### src/rtl/lpm_pkg.sv
// Shared types for the recirculating longest-prefix-match engine.
// The struct payloads use the package widths; the engine's META_W/KEY_W must match them.
package lpm_pkg;

  localparam int PASS_W     = 8;
  localparam int LPM_META_W = 32;
  localparam int LPM_KEY_W  = 32;

  typedef logic [PASS_W-1:0] pass_t;

  typedef struct packed {
    logic [LPM_META_W-1:0] meth;
    logic [LPM_KEY_W-1:0]  key;
  } lpm_req_t;

  typedef struct packed {
    logic [LPM_META_W-1:0] meth;
    pass_t                 pass;
  } lpm_flight_t;

  typedef struct packed {
    logic [LPM_META_W-1:0] meth;
    logic [LPM_KEY_W-1:0]  v;
  } lpm_res_t;

  // Saturating increment so a pass count can never wrap back to a small value.
  function automatic pass_t pass_inc(input pass_t p);
    return (p == '1) ? p : p + PASS_W'(1);
  endfunction

endpackage

### src/rtl/lpm_fifo.sv
// Small circular-buffer FIFO; an enqueue into a full FIFO is accepted when a dequeue
// happens in the same cycle.
module lpm_fifo #(
  parameter int WIDTH = 8,
  parameter int DEPTH = 2
) (
  input  logic             clk,
  input  logic             rst,
  input  logic             enq,
  input  logic [WIDTH-1:0] enq_data,
  input  logic             deq,
  output logic [WIDTH-1:0] first,
  output logic             full,
  output logic             empty
);

  localparam int PTR_W = (DEPTH > 1) ? $clog2(DEPTH) : 1;
  localparam int CNT_W = $clog2(DEPTH + 1);
  localparam logic [PTR_W-1:0] LAST = PTR_W'(DEPTH - 1);

  logic [WIDTH-1:0] store [2**PTR_W];
  logic [PTR_W-1:0] head;
  logic [PTR_W-1:0] tail;
  logic [CNT_W-1:0] count;
  logic             do_enq;
  logic             do_deq;

  assign full   = (count == CNT_W'(DEPTH));
  assign empty  = (count == '0);
  assign do_deq = deq & ~empty;
  assign do_enq = enq & (~full | do_deq);
  assign first  = store[head];

  always_ff @(posedge clk or posedge rst) begin
    if (rst) begin
      head  <= '0;
      tail  <= '0;
      count <= '0;
    end else begin
      if (do_enq) tail <= (tail == LAST) ? '0 : tail + PTR_W'(1);
      if (do_deq) head <= (head == LAST) ? '0 : head + PTR_W'(1);
      if (do_enq & ~do_deq)      count <= count + CNT_W'(1);
      else if (do_deq & ~do_enq) count <= count - CNT_W'(1);
    end
  end

  always_ff @(posedge clk) begin
    if (do_enq) store[tail] <= enq_data;
  end

endmodule

### src/rtl/lpm_recirc_engine.sv
// Longest-prefix-match engine: lookups recirculate through one trie memory port until hit or MAX_PASSES.
// Optional statistics counters are compiled in with `define LPM_STATS_EN.
module lpm_recirc_engine
  import lpm_pkg::*;
#(
  parameter int META_W     = LPM_META_W,
  parameter int KEY_W      = LPM_KEY_W,
  parameter int ADDR_W     = 16,
  parameter int IN_DEPTH   = 2,
  parameter int INFLIGHT   = 4,
  parameter int OUT_DEPTH  = 2,
  parameter int MAX_PASSES = 5
) (
  input  logic              CLK,
  input  logic              RST,
  input  logic              say__ENA,
  input  logic [META_W-1:0] say_meth,
  input  logic [KEY_W-1:0]  say_v,
  output logic              say__RDY,
  output logic              heard__ENA,
  output logic [META_W-1:0] heard_meth,
  output logic [KEY_W-1:0]  heard_v,
  input  logic              heard__RDY,
  output logic              mem_req__ENA,
  output logic [ADDR_W-1:0] mem_req_addr,
  input  logic              mem_req__RDY,
  input  logic              mem_resp__ENA,
  input  logic [ADDR_W-1:0] mem_resp_next,
  input  logic              mem_resp_hit,
  output logic              mem_resp__RDY
`ifdef LPM_STATS_EN
  ,
  output logic [31:0]       stat_req,
  output logic [31:0]       stat_recirc,
  output logic [31:0]       stat_forced
`endif
);

  lpm_req_t    in_data, in_first;
  lpm_flight_t fl_data, fl_first;
  lpm_res_t    out_data, out_first;
  logic        in_full, in_empty, fl_full, fl_empty, out_full, out_empty;
  logic        ready_q, say_fire, exit_sel, resp_fire, do_exit, do_recirc, do_enter;
  logic [KEY_W-ADDR_W-1:0] unused_key_hi;

  // Holds say__RDY low through reset even though the empty input queue is "not full".
  always_ff @(posedge CLK or posedge RST) begin
    if (RST) ready_q <= 1'b0;
    else     ready_q <= 1'b1;
  end

  assign say__RDY  = ready_q & ~in_full;
  assign say_fire  = say__ENA & say__RDY;
  assign in_data   = {say_meth, say_v};

  assign exit_sel      = mem_resp_hit | (fl_first.pass == PASS_W'(MAX_PASSES));
  assign mem_resp__RDY = ~fl_empty & (exit_sel ? ~out_full : mem_req__RDY);
  assign resp_fire     = mem_resp__ENA & mem_resp__RDY;
  assign do_exit       = resp_fire & exit_sel;
  assign do_recirc     = resp_fire & ~exit_sel;
  // A recirculating lookup owns the memory port first so it always makes progress.
  assign do_enter      = ~in_empty & ~fl_full & mem_req__RDY & ~do_recirc;

  assign mem_req__ENA  = do_recirc | do_enter;
  assign mem_req_addr  = do_recirc ? mem_resp_next : in_first.key[ADDR_W-1:0];
  assign unused_key_hi = in_first.key[KEY_W-1:ADDR_W];

  always_comb begin
    fl_data = '0;
    if (do_recirc) begin
      fl_data.meth = fl_first.meth;
      fl_data.pass = pass_inc(fl_first.pass);
    end else begin
      fl_data.meth = in_first.meth;
      fl_data.pass = PASS_W'(1);
    end
  end

  assign out_data   = {fl_first.meth, {(KEY_W-ADDR_W){1'b0}}, mem_resp_next};
  assign heard__ENA = ~out_empty & heard__RDY;
  assign heard_meth = out_first.meth;
  assign heard_v    = out_first.v;

  lpm_fifo #(.WIDTH($bits(lpm_req_t)), .DEPTH(IN_DEPTH)) u_in_q (
    .clk(CLK), .rst(RST), .enq(say_fire), .enq_data(in_data), .deq(do_enter),
    .first(in_first), .full(in_full), .empty(in_empty)
  );

  lpm_fifo #(.WIDTH($bits(lpm_flight_t)), .DEPTH(INFLIGHT)) u_flight_q (
    .clk(CLK), .rst(RST), .enq(mem_req__ENA), .enq_data(fl_data), .deq(resp_fire),
    .first(fl_first), .full(fl_full), .empty(fl_empty)
  );

  lpm_fifo #(.WIDTH($bits(lpm_res_t)), .DEPTH(OUT_DEPTH)) u_out_q (
    .clk(CLK), .rst(RST), .enq(do_exit), .enq_data(out_data), .deq(heard__ENA),
    .first(out_first), .full(out_full), .empty(out_empty)
  );

`ifdef LPM_STATS_EN
  always_ff @(posedge CLK or posedge RST) begin
    if (RST) begin
      stat_req    <= '0;
      stat_recirc <= '0;
      stat_forced <= '0;
    end else begin
      if (say_fire)                stat_req    <= stat_req + 32'd1;
      if (do_recirc)               stat_recirc <= stat_recirc + 32'd1;
      if (do_exit & ~mem_resp_hit) stat_forced <= stat_forced + 32'd1;
    end
  end
`endif

endmodule

### config.mk
export PLATFORM = sky130hd
export DESIGN_NAME = lpm_recirc_engine
export DESIGN_NICKNAME = d
export VERILOG_FILES = /design/src/rtl/lpm_pkg.sv /design/src/rtl/lpm_fifo.sv /design/src/rtl/lpm_recirc_engine.sv
export SDC_FILE = /design/constraint.sdc
export NUM_CORES = 1
export LEC_CHECK = 0
export ABC_AREA = 1
export BUFFER_PORTS_ARGS = -buffer_cell sky130_fd_sc_hd__buf_2
export CORE_MARGIN = 2
export CORE_UTILIZATION = 35
export CTS_CLUSTER_DIAMETER = 80
export DETAILED_ROUTE_END_ITERATION = 6
export PLACE_DENSITY = 0.58
export SLEW_MARGIN = 5
export SYNTH_ARGS = -nofsm -noshare
export SYNTH_HDL_FRONTEND = slang
export SYNTH_SLANG_ARGS = --single-unit
### constraint.sdc
create_clock -name CLK -period 8.7 [get_ports CLK]
set_clock_uncertainty 0.15 [all_clocks]
set_input_delay 1.305 -clock CLK [delete_from_list [all_inputs] [get_ports CLK]]
set_output_delay 1.305 -clock CLK [all_outputs]
set_load 0.005 [all_outputs]
Word level (Yosys, flattened, before mapping)
Memories as Yosys holds them, arrays and structs flattened.
Index checks and enable logic that the tools add are counted.
Word-level totals
  memory bits (read-only): 0
  register bits after elaboration: 16
  memory bits (writable): 384
  bits in latches: 0
  memories kept: 3
  output and inout port bits: 84
  input port bits: 87
Cells by class
  add/sub/neg operators: 13
  shift operators: 0
  $mul: 0
  reduce and logical (&&, ||, !) cells: 6
  bitwise operators: 41
  mux-type cells: 22
  divide/modulo/power cells: 0
  $lt $le $gt $ge: 0
  equal/unequal tests: 7
Memory list
  u_flight_q.store: depth 4, bits a word 40, rd ports 1, clocked after memory_dff 0, wr ports 1, line lpm_fifo.sv:21  | logic [WIDTH-1:0] store [2**PTR_W];
  u_in_q.store: depth 2, bits a word 64, rd ports 1, clocked after memory_dff 0, wr ports 1, line lpm_fifo.sv:21
  u_out_q.store: depth 2, bits a word 48, rd ports 1, clocked after memory_dff 0, wr ports 1, line lpm_fifo.sv:21
Operators by type and width (count)
  40-bit two-way mux: 1
  1-bit bitwise AND: 22
  16-bit two-way mux: 1
  1-bit inverter: 14
  2-bit two-way mux: 6
  1-bit two-way mux: 11
  2-bit by 1-bit adder with 2-bit output, second input constant: 4
  8-bit by 1-bit adder with 8-bit output, second input constant: 1
  2-bit equality test, second input constant: 4
  8-bit by 3-bit equality test with 1-bit output, second input constant: 1
  8-bit equality test, second input constant: 1
  8-bit two-way mux: 1
  3-bit two-way mux: 2
  2-bit nonzero test: 3
  1-bit OR: 5
  1-bit adder, second input constant: 4
  2-bit zero test: 2
  2-bit by 1-bit subtractor with 2-bit output, second input constant: 2
  3-bit by 1-bit adder with 3-bit output, second input constant: 1
  3-bit equality test, second input constant: 1
  3-bit zero test: 1
  3-bit by 1-bit subtractor with 3-bit output, second input constant: 1

Logic depth before layout (Yosys ltp)
An unclocked memory read counts as a cell.
  depth after elaboration: 16
  mapped depth: 20
  gate-level depth less buffers: 19

By module
From an unflattened synthesis, not the netlist that was laid out.
Unflattened totals
  cell total of the unflattened synthesis: 1509
  area, all modules: 17939.7 sq um
Modules (own cells, without submodules)
  lpm_fifo (u_in_q ...): cells each 369, seq. area each 3943.8 sq um, area an instance 4919.7 sq um, times used 2
  lpm_fifo (u_flight_q): cells each 528, seq. area each 4979.8 sq um, area an instance 6914.1 sq um, times used 1
  lpm_recirc_engine: cells each 243, seq. area each 25.0 sq um, area an instance 1186.1 sq um, times used 1

Worst setup path after synthesis
OpenSTA, ideal clock, no wires.
  path type: flip-flop to flip-flop
  start: register u_flight_q.head[0]
  end: memory u_out_q.store[1][0] in the netlist's numbering (enable)
  slack: 4.217 ns
  buffers on the path: 2
  required time: 8.096 ns
  arrival time: 3.879 ns
  stages on the path, launching flop included: 14
  path through: dfrtp_1 > buf_6 > buf_6 > o21ai_0 > o22ai_1 > ha_1 > nand2_1 > nor2_2 > nand2_1 > nand3_1 > nand2_1 > nor2_4 > nand3_1 > nor2_1
On the way
  word-level cells in the longest chain between the ends: 10
Ends and longest elaborated chain
  start: declaration: line lpm_fifo.sv:22  | logic [PTR_W-1:0] head;
  start signal: assignment: line lpm_fifo.sv:41  | if (do_deq) head <= (head == LAST) ? '0 : head + PTR_W'(1);
  memory 4 x 40 bit
  8-bit by 3-bit equality test with 1-bit output: line lpm_recirc_engine.sv:56  | assign exit_sel = mem_resp_hit | (fl_first.pass == PASS_W'(MAX_PASSES));
  1-bit OR: line lpm_recirc_engine.sv:56
  1-bit two-way mux: line lpm_recirc_engine.sv:57  | assign mem_resp__RDY = ~fl_empty & (exit_sel ? ~out_full : mem_req__RDY);
  1-bit bitwise AND: line lpm_recirc_engine.sv:57
  net mem_resp__RDY: line lpm_recirc_engine.sv:30  | output logic mem_resp__RDY
  1-bit bitwise AND: line lpm_recirc_engine.sv:58  | assign resp_fire = mem_resp__ENA & mem_resp__RDY;
  1-bit bitwise AND: line lpm_recirc_engine.sv:59  | assign do_exit = resp_fire & exit_sel;
  1-bit bitwise AND: line lpm_fifo.sv:31  | assign do_enq = enq & (~full | do_deq);
  1-bit two-way mux: line lpm_fifo.sv:48  | if (do_enq) store[tail] <= enq_data;
  1-bit two-way mux (implied by the code): line lpm_fifo.sv:48
  end: declaration: line lpm_fifo.sv:21
The timed path passes the listed nets, and every way through them passes these cells.

Final worst setup path
  start: register u_flight_q.head[0]
  end: output mem_req_addr[15]
On the way
  word-level cells in the longest chain between the ends: 8
  elaborated cells between the ends (all ways): 9
  those cells by class: 1 x eq/ne; 2 x mux; 5 x bitwise; 1 x memory
Ends and longest elaborated chain
  memory 4 x 40 bit (*)
  8-bit by 3-bit equality test with 1-bit output (*): line lpm_recirc_engine.sv:56
  1-bit OR (*): line lpm_recirc_engine.sv:56
  1-bit two-way mux: line lpm_recirc_engine.sv:57
  1-bit bitwise AND: line lpm_recirc_engine.sv:57
  1-bit bitwise AND: line lpm_recirc_engine.sv:58
  1-bit bitwise AND (*): line lpm_recirc_engine.sv:60  | assign do_recirc = resp_fire & ~exit_sel;
  16-bit two-way mux (*): line lpm_recirc_engine.sv:65  | assign mem_req_addr = do_recirc ? mem_resp_next : in_first.key[ADDR_W-1:0];
  end: declaration: line lpm_recirc_engine.sv:25  | output logic [ADDR_W-1:0] mem_req_addr,
Mark *: on every way between the ends. The rest lies on a longest branch, timed or not.

==> flow_summary.ini <==
[timing]
min_period_over_period = 0.638
setup_tns_ns = 0
fmax_mhz = 180
max_slew.worst_pin.slew_ns = 0.946
finalHoldViolations = 0
final_slew_violations = 0
finalCriticalPeriod_ns = 5.55
rsz_0062_raised_after_global_routing = no
relSlewSlack = 0.368
hold-worst-slack_ns = 0.353
finish_stage_setup_viols = 0

[layout]
layout.area.seq_sq_mm = 0.0110
finalNetCount = 1383
fillers = 3882
combined_area_of_the_multi_input_logic_cells_sq_mm = 0.00342
area.growth.synth_to_final_pct = 16.3
design_area_sq_mm = 0.0173
share_of_cells_above_drive_strength_1 = 0.223

[critical_path]
cp.arrival_ns = 4.10
cp_data_required_time_ns = 7.24
crit_path_start_kind = register
worst_path_class_setup = register to output pin
critPathLaunch = u_flight_q.head[0]
critical_path.endpoint_type = output pin
rr_startpoint = u_flight_q.head[0]
worstPathMaxFanout = 83

[clock_tree]
cts_hold_buf = 0
total_cts_buffers = 40
clk_tree_root_cell = sky130_fd_sc_hd__clkbuf_16
clk-insertion-delay-late_ns = 0.56
cts.repair_timing.setup_buffer_count = 0
cts.path.max_buffers = 3
tritoncts_clock_tree = built
cts.clk_slew.worst_paths_ns = 0.06
htree_num_levels = 2
number_of_instances_resized_during_post_cts_repair = 0
cts.sink_count = 368

[logic_synthesis]
mappedNetlistArea_sq_mm = 0.0148
fraction_of_post_synthesis_cell_area_in_the_top_cell_type_by_area = 0.712
ys.flop_type = sky130_fd_sc_hd__edfxtp_1
synth_top_area_cell = sky130_fd_sc_hd__edfxtp_1
yosysWarnings = 0
syn_avg_cell_area_sq_um = 13.0
postSynthCellCount = 1146
synth_seq_area_share = 0.739
yosys-top-cells-area = sky130_fd_sc_hd__edfxtp_1 71%, sky130_fd_sc_hd__nand2_1 7.7%, sky130_fd_sc_hd__dfrtp_1 2.7%, sky130_fd_sc_hd__o21ai_0 2.5%, sky130_fd_sc_hd__nor2_1 2.3%
synth-seq-cells = 368
asyncSetResetFlopFracSynth = 0.0435
yosysUniqueCellTypes = 38
synth_enable_flop_cells = 352

[global_routing]
grt_max_degree = 84
grt_first_pass_wirelength_mm = 51.1
globalRoute.totalOverflow = 0
antenna_found_initial = 4
gr-usage-all-layers = 0.152
grt_pass1_vias = 8769

[hold_path]
hold_path.startpoint = u_out_q.tail
worst_hold_path_type = register to register

[placed_design]
post-dp-hpwl_mm = 18.3
placed_area_sq_mm = 0.0160
routability_congestion_estimate = 0.728
numPortBuffers = 138

[power]
p_comb_frac = 0.298
power_switching_share = 0.336
peakVddDrop_mv = 0.199
power.sequential.fraction = 0.434
p_clk_frac = 0.268
cellPowerDensity_mw_per_mm2 = 342
cell_internal_pwr_w = 0.00392
p_leak_nw = 6.42
p_switching_w = 0.00198

[die]
floorplan.core_area_sq_mm = 0.0419
die-width_um = 210
die_height_um = 210
io_pins = 171
die_area_sq_mm = 0.0441
initial_core_util = 0.354
row_count = 75

[route]
drt_first_iter_violations = 510
routed_wire_length_per_instance_um = 18.1
drt.antenna.violating_nets = 0
drt-vias-per-instance = 4.84
drc = 0
drt_pre_antenna_iters = 5
via_count = 8977
finalWirelength_mm = 33.4

[job]
drv_cap = 0

[status]
status = completed
-- Yosys cell counts (4+ instances only) --
master                     count
sky130_fd_sc_hd__edfxtp_1    352
sky130_fd_sc_hd__nand2_1     303
sky130_fd_sc_hd__nor2_1       89
sky130_fd_sc_hd__o21ai_0      73
sky130_fd_sc_hd__or2_2        43
sky130_fd_sc_hd__o211ai_1     36
sky130_fd_sc_hd__clkbuf_1     35
sky130_fd_sc_hd__inv_1        35
sky130_fd_sc_hd__o22ai_1      33
sky130_fd_sc_hd__buf_4        23
sky130_fd_sc_hd__nand3_1      22
sky130_fd_sc_hd__dfrtp_1      16
sky130_fd_sc_hd__o211ai_2     12
sky130_fd_sc_hd__ha_1         10
sky130_fd_sc_hd__buf_6         6
sky130_fd_sc_hd__buf_2         5
sky130_fd_sc_hd__inv_2         5
sky130_fd_sc_hd__xnor2_1       5
sky130_fd_sc_hd__a21oi_1       4
sky130_fd_sc_hd__buf_1         4
sky130_fd_sc_hd__nand2_2       4
sky130_fd_sc_hd__or2_0         4
sky130_fd_sc_hd__xor2_1        4
-- kinds of logic (layout without fill, tap and decap cells) --
family,after synthesis,in the layout,synth area share
AO/OA/AOI/OAI,163,163,0.0711
XOR/XNOR,9,9,0.00531
adder cells (fa/ha/maj),11,11,0.00978
buffers and inverters,113,265,0.0378
flip-flops,368,368,0.739
multiplexers,1,1,0.000759
other,2,18,0.000506
AND/OR/NAND/NOR,479,479,0.136
-- per-stage QoR --
step            util  std cells  power (W)  setup slack, ns
2_1_floorplan      -       1161    0.00374             4.22
3_3_place_gp   0.382       1782    0.00435             3.69
3_5_place_dp   0.382       1782    0.00439             3.65
4_1_cts        0.411       1852    0.00600             3.05
5_1_grt        0.411       1852    0.00628             2.75
6_report       0.412       1853    0.00591             3.15
-- per-layer routing --
metal,GRT usage,part of all wire
met1,0.206,0.46
met5,0,0.00090
met2,0.247,0.47
met3,0.0350,0.059
met4,0.0428,0.018
-- power groups by stage --
stage                     registers (W)  clock network [W]  logic (W)
final                           0.00256            0.00158    0.00176
after detailed placement        0.00260                  0    0.00180
after global routing            0.00259            0.00170    0.00199
after CTS                       0.00256            0.00163    0.00180
after global placement          0.00259                  0    0.00176
after floorplan                 0.00259                  0    0.00115
-- sequential cells by signal, indices dropped and copies added, names as in the netlist, 2 cells and up --
name              flops
u_flight_q.count      3
u_out_q.store        96
u_flight_q.store    160
u_flight_q.head       2
u_in_q.count          2
u_in_q.store         96
u_flight_q.tail       2
u_out_q.count         2
-- cell type report --
cell class,instances,area share
clock inverter,17,0.00696
multi-input combinational,680,0.198
tap,539,0.0391
clock buffer,53,0.0639
timing repair buffer,155,0.0474
antenna,1,0.000145
sequential,368,0.636
inverter,40,0.00870
-- final timing paths --
| kind | slack [ns] | cells past startpoint | endpoint |
|---|---|---|---|
| min in group asynchronous | 0.69 | 2 | u_flight_q.tail[1] |
| worst max-delay path | 3.15 | 12 | mem_req_addr[15] |
| worst max register to register | 4.03 | 14 | u_flight_q.count[1] |
| worst min-delay path | 0.35 | 2 | u_out_q.tail |
| max in group asynchronous | 7.23 | 2 | u_in_q.head |
| worst min register to register | 0.35 | 2 | u_out_q.tail |
-- cell usage in the layout (no fill, tap or decap), types with 5 or more instances in the layout --
cell,netlist,layout
sky130_fd_sc_hd__dfrtp_1,16,13
sky130_fd_sc_hd__clkinv_1,0,7
sky130_fd_sc_hd__or2_2,43,43
sky130_fd_sc_hd__nand3_1,22,22
sky130_fd_sc_hd__xnor2_1,5,5
sky130_fd_sc_hd__nand2_1,303,303
sky130_fd_sc_hd__inv_2,5,8
sky130_fd_sc_hd__clkbuf_1,35,10
sky130_fd_sc_hd__edfxtp_1,352,352
sky130_fd_sc_hd__clkbuf_16,0,42
sky130_fd_sc_hd__buf_2,5,138
sky130_fd_sc_hd__buf_4,23,17
sky130_fd_sc_hd__conb_1,2,17
sky130_fd_sc_hd__nor2_4,1,8
sky130_fd_sc_hd__o211ai_1,36,36
sky130_fd_sc_hd__nor2_1,89,82
sky130_fd_sc_hd__inv_1,35,32
sky130_fd_sc_hd__ha_1,10,10
sky130_fd_sc_hd__o21ai_0,73,73
sky130_fd_sc_hd__o22ai_1,33,33
sky130_fd_sc_hd__o211ai_2,12,12
sky130_fd_sc_hd__clkinv_2,0,6
-- worst max-delay path: stages (launching register included) --
cell and delay (ns):
sky130_fd_sc_hd__dfrtp_2 0.37, sky130_fd_sc_hd__buf_4 0.67, sky130_fd_sc_hd__o21ai_0 0.21, sky130_fd_sc_hd__o22ai_1 0.41, sky130_fd_sc_hd__ha_1 0.23, sky130_fd_sc_hd__nand2_1 0.07
sky130_fd_sc_hd__nor2_2 0.22, sky130_fd_sc_hd__a21oi_4 0.10, sky130_fd_sc_hd__nand4_4 0.24, sky130_fd_sc_hd__buf_4 0.60, sky130_fd_sc_hd__o211ai_1 0.17, sky130_fd_sc_hd__nand2_1 0.09
sky130_fd_sc_hd__buf_2 0.11
Power figures use the tool's default switching activity.
